$ cat config.mk
export PLATFORM = sky130hd
export DESIGN_NAME = shift_register_univ_n
export DESIGN_NICKNAME = d
export VERILOG_FILES = /design/src/rtl/usr_pkg.sv /design/src/rtl/usr_step.sv /design/src/rtl/shift_register_univ_n.sv
export SDC_FILE = /design/constraint.sdc
export NUM_CORES = 1
export LEC_CHECK = 0
export BUFFER_PORTS_ARGS = -buffer_cell sky130_fd_sc_hd__clkbuf_2
export CAP_MARGIN = 20
export CORE_AREA = 2 2 57 59
export DETAILED_ROUTE_END_ITERATION = 7
export DIE_AREA = 0 0 59 61
export PLACE_DENSITY_LB_ADDON = 0.2
export SYNTH_ARGS = -nofsm -noshare
export SYNTH_HDL_FRONTEND = slang
export SYNTH_HIERARCHICAL = 1
export SYNTH_SLANG_ARGS = --single-unit
$ cat constraint.sdc
create_clock -name clk -period 2.3 [get_ports clk]
set_clock_uncertainty 0.2 [all_clocks]
set_input_delay 0 -clock clk [delete_from_list [all_inputs] [get_ports clk]]
set_output_delay 0 -clock clk [all_outputs]
set_load 0.02 [all_outputs]
$ cat src/rtl/usr_pkg.sv
// Shared definitions for the universal shift register: mode codes, FSM state
// type and a helper classifying the modes that always finish in one edge.
package usr_pkg;

  localparam logic [2:0] MODE_HOLD = 3'b000;
  localparam logic [2:0] MODE_SHR  = 3'b001;
  localparam logic [2:0] MODE_SHL  = 3'b010;
  localparam logic [2:0] MODE_LOAD = 3'b011;
  localparam logic [2:0] MODE_ROR  = 3'b100;
  localparam logic [2:0] MODE_ROL  = 3'b101;
  localparam logic [2:0] MODE_ASR  = 3'b110;
  localparam logic [2:0] MODE_RSVD = 3'b111;

  typedef enum logic {IDLE, RUN} state_t;

  // Hold, load and reserved ignore the step count. Rotates stay multi-step
  // even when the rotate datapath is compiled out, so busy/done timing is preserved.
  function automatic logic is_single_step(input logic [2:0] mode);
    return (mode == MODE_HOLD) || (mode == MODE_LOAD) || (mode == MODE_RSVD);
  endfunction

endpackage

$ cat src/rtl/usr_step.sv
// Combinational one-step shifter for the universal shift register.
// Rotate modes exist only when USR_ROTATE_EN is defined; otherwise they hold.
module usr_step
  import usr_pkg::*;
#(
  parameter int WIDTH = 8
) (
  input  logic [WIDTH-1:0] i_a,
  input  logic [2:0]       i_mode,
  input  logic             i_msb_in,
  input  logic             i_lsb_in,
  input  logic [WIDTH-1:0] i_par,
  output logic [WIDTH-1:0] o_a_next
);

  always_comb begin
    // NOTE: default assignment first so no path through the case infers a latch.
    o_a_next = i_a;
    case (i_mode)
      MODE_SHR:  o_a_next = {i_msb_in, i_a[WIDTH-1:1]};
      MODE_SHL:  o_a_next = {i_a[WIDTH-2:0], i_lsb_in};
      MODE_LOAD: o_a_next = i_par;
      MODE_ASR:  o_a_next = {i_a[WIDTH-1], i_a[WIDTH-1:1]};
`ifdef USR_ROTATE_EN
      MODE_ROR:  o_a_next = {i_a[0], i_a[WIDTH-1:1]};
      MODE_ROL:  o_a_next = {i_a[WIDTH-2:0], i_a[WIDTH-1]};
`endif
      default:   o_a_next = i_a;
    endcase
  end

endmodule

$ cat src/rtl/shift_register_univ_n.sv
// Universal shift register with multi-step shift and start/busy/done handshake.
// Optional rotate modes are enabled by defining USR_ROTATE_EN (see usr_step).
module shift_register_univ_n
  import usr_pkg::*;
#(
  parameter int WIDTH = 8,
  parameter int AMT_W = 4
) (
  input  logic             clk,
  input  logic             clear_b,
  input  logic [2:0]       mode,
  input  logic             start,
  input  logic [AMT_W-1:0] amt,
  input  logic [WIDTH-1:0] I_par,
  input  logic             MSB_in,
  input  logic             LSB_in,
  output logic [WIDTH-1:0] A_par,
  output logic             MSB_out,
  output logic             LSB_out,
  output logic             busy,
  output logic             done
);

  state_t           r_state;
  logic [2:0]       r_mode;
  logic [AMT_W-1:0] r_cnt;
  logic [WIDTH-1:0] r_a;
  logic             r_busy;
  logic             r_done;

  logic [2:0]       w_step_mode;
  logic [WIDTH-1:0] w_a_next;

  // The first step uses the live mode on the accepting edge; later steps use the latch.
  assign w_step_mode = (r_state == IDLE) ? mode : r_mode;

  usr_step #(.WIDTH(WIDTH)) u_step (
    .i_a      (r_a),
    .i_mode   (w_step_mode),
    .i_msb_in (MSB_in),
    .i_lsb_in (LSB_in),
    .i_par    (I_par),
    .o_a_next (w_a_next)
  );

  // NOTE: sequential state uses non-blocking assignments so all registers update together.
  always_ff @(posedge clk or negedge clear_b) begin
    if (!clear_b) begin
      r_state <= IDLE;
      r_mode  <= MODE_HOLD;
      r_cnt   <= '0;
      r_a     <= '0;
      r_busy  <= 1'b0;
      r_done  <= 1'b0;
    end else begin
      r_done <= 1'b0;
      case (r_state)
        IDLE: begin
          if (start) begin
            r_mode <= mode;
            if (amt != '0) r_a <= w_a_next;
            if (!is_single_step(mode) && (amt > AMT_W'(1))) begin
              r_cnt   <= amt - AMT_W'(1);
              r_state <= RUN;
              r_busy  <= 1'b1;
            end else begin
              r_done  <= 1'b1;
            end
          end
        end
        RUN: begin
          r_a   <= w_a_next;
          r_cnt <= r_cnt - AMT_W'(1);
          if (r_cnt == AMT_W'(1)) begin
            r_state <= IDLE;
            r_busy  <= 1'b0;
            r_done  <= 1'b1;
          end
        end
      endcase
    end
  end

  assign A_par   = r_a;
  assign MSB_out = r_a[WIDTH-1];
  assign LSB_out = r_a[0];
  assign busy    = r_busy;
  assign done    = r_done;

endmodule

==> results.md <==
* Outcome: finished clean
* Core Area at 2950 µm²
* Critical path type: flop to flop
* Power Dens Cells at 1340 nW/µm²
* Worst-margin pin slew at 830 ps
* Global-route wire length before repair at 5090 µm
* Slowest CP cell: dlygate4sd3_1
* Setup Buffers After CTS at 0
* Most common cell after layout, fill and taps aside: clkbuf_2
* Final Hold Viols at 0
* Min cycle time layout at 2220 ps
* Max incr delay on CP at 570 ps
* Gr usage total at 0.187
* DRT Pass-1 Iters at 4
* Seq/Total Area, Yosys at 0.328
* Via density at 5.79
* Worst endpoint required time at 2280 ps
* Largest area contributor in the netlist: dfrtp_1
* Syn. warnings at 6
* DR DRC count at 0
* Critical-path cell list: buf_4, clkinvlp_4, nand2_2, mux2_2, dlygate4sd3_1
* Max Cap Violations at 0
* Clk sink count at 18
* Latest clock arrival within the worst-skew pair at 290 ps
* Crit path max-delay family: buffers and inverters
* Largest net degree at the start of global routing at 27
* Port bufs at 31
* Initial Util at 0.464
* Slew HR at 0.445
* Routed wire length per instance at 14.8 µm
* Worst Setup End Kind: flop
* H-tree Lvls at 1
* Startpoint types: flop
* Vias in the first global route at 1156
* Final Cycle Share at 0.967
* Reg area at 450 µm²
* Die height at 61 µm
* Cell area after synthesis at 1370 µm²
* Slew Viols, Final at 0
* FILL cells at 278
* Peak VDD IR at 0.525 mV
* Worst hold-check path type: input pin to flop
* Post-Route WL at 3080 µm
* DP HPWL at 2100 µm
* GRT met1 Usage at 0.220
* GP Congestion at 0.732
* Antenna Cells at 0
* Max Root-Sink Buffers at 2
* Post-layout util at 0.564
* Number of distinct library cells after synthesis at 36
* P_leak at 0.687 nW
* CP Max Fanout at 11
* TritonCTS Buffers at 3
* Met2 GRT Util at 0.341
* Number of DRC markers in iteration 0 at 69
* GR Overflow Total at 0
* Post-route ant nets at 0
* DR vias at 1204
* Final setup fails at 0
* Chip width at 59 µm
* Worst path arrival time at 2200 ps
* Layout cells sized above 1 at 0.371
* Fmax at 0.449 GHz
* Synth top area cells: dfrtp_1 33%, mux2_2 16%, o311ai_0 4.5%
* CP bufs+invs at 3
* Die area at 3600 µm²
* Total negative slack at 0 ps
* Most frequent cells in the layout: 31 x clkbuf_2, 18 x dfrtp_1, 18 x mux2_2
* # IOs at 32
* Synth Instances at 137
* Antenna violations before repair at 0
* Root Buffer: clkbuf_4
* CTS tree: yes
* Met3 GRT Util at 0.0235
* RSZ-0062 raised after global routing: no
* Busiest grt layer: met2
* Final Net Count at 200
* Area growth, synth to finish at 21.4%
* Area of the multi-input gates at 842 µm²
* Synth top area share at 0.328
* Cell row count at 20
* Synth Net Count at 161
* Mean post-synth cell area at 10.0 µm²
* #FFs+latches synth at 18
* Worst-path clk slew at 100 ps
[path summary, 6_finish.rpt]
kind,start,end,slack (ps),cells past startpoint
max,r_state,r_mode[0],80,5
max reg2reg,r_state,r_mode[0],80,5
min reg2reg,busy,busy,330,2
min in group asynchronous,clear_b,r_mode[1],660,3
min,amt[3],r_cnt[3],20,4
max in group asynchronous,clear_b,r_cnt[3],720,3
[cells by family (layout without fill, tap and decap cells)]
| group | count (synthesis) | in the layout | share of synthesized area |
|---|---|---|---|
| flops | 18 | 18 | 0.328 |
| buf+inv | 14 | 52 | 0.0620 |
| fa+ha+maj | 4 | 4 | 0.0365 |
| compound gates | 33 | 33 | 0.182 |
| xor+xnor | 4 | 4 | 0.0256 |
| simple gates | 42 | 42 | 0.181 |
| mux | 22 | 22 | 0.185 |
[sequential cells by signal, indices dropped and copies added (netlist names)]
name / cells
r_cnt: 4
busy: 1
done: 1
A_par: 8
r_mode: 3
r_state: 1
[cells in the mapped netlist (all sizes together)]
cell type and count:
nor2 5, mux2 21, o21ai 3, o2111ai 1, o22ai 7, o211ai 1
xor2 1, or2 1, buf 7, ha 4, nor2b 1, a211o 1
o311ai 9, nand2b 3, nor3b 1, a21oi 9, or3 8, clkbuf 2
clkinv 1, a311o 2, nand3b 8, mux2i 1, nor3 4, nand3 3
inv 4, xnor2 3, dfrtp 18, nand2 8
[worst min-delay path, delay by kind of cell]
kind | cells | cell delay [ps]
AO/OA/AOI/OAI | 1 | 130
AND/OR/NAND/NOR | 1 | 140
buffers and inverters | 1 | 120
XOR/XNOR | 1 | 90
[what timing repair did]
item	CTS	global route
hold endpoints to repair	27	0
gates resized for setup	0	6
setup endpoints to repair	0	10
hold buffers	11	0
[where the power goes]
part	internal [W]	total [W]	switching, W
clock network	0.0000963	0.000192	0.0000960
registers	0.000470	0.000642	0.000172
logic	0.000676	0.00139	0.000715
[layout make-up]
class | instances | area share
timing repair buffer | 43 | 0.164
tap | 33 | 0.0248
inverter | 5 | 0.0135
clock buffer | 4 | 0.0218
multi-input combinational | 105 | 0.506
sequential | 18 | 0.270
[per-layer routing]
layer | vias to the layer above | share of wire
li1 | 596 | -
met1 | 576 | 0.44
met2 | 28 | 0.52
met3 | 4 | 0.034
met4 | 0 | 0.011
met5 | - | 0
[per-stage QoR]
step           std cells  worst slack (ps)  area [µm²]  hold slack, ps  power [W]
2_1_floorplan        137              28.6        1370            -496    0.00174
3_3_place_gp         193               121        1510            -226    0.00191
3_5_place_dp         193              54.4        1510            -226    0.00195
4_1_cts              208              26.0        1660            15.8    0.00220
5_1_grt              208              2.55        1670            43.0    0.00242
6_report             208              75.3        1670            23.8    0.00223
(Power assumes the default switching activity.)
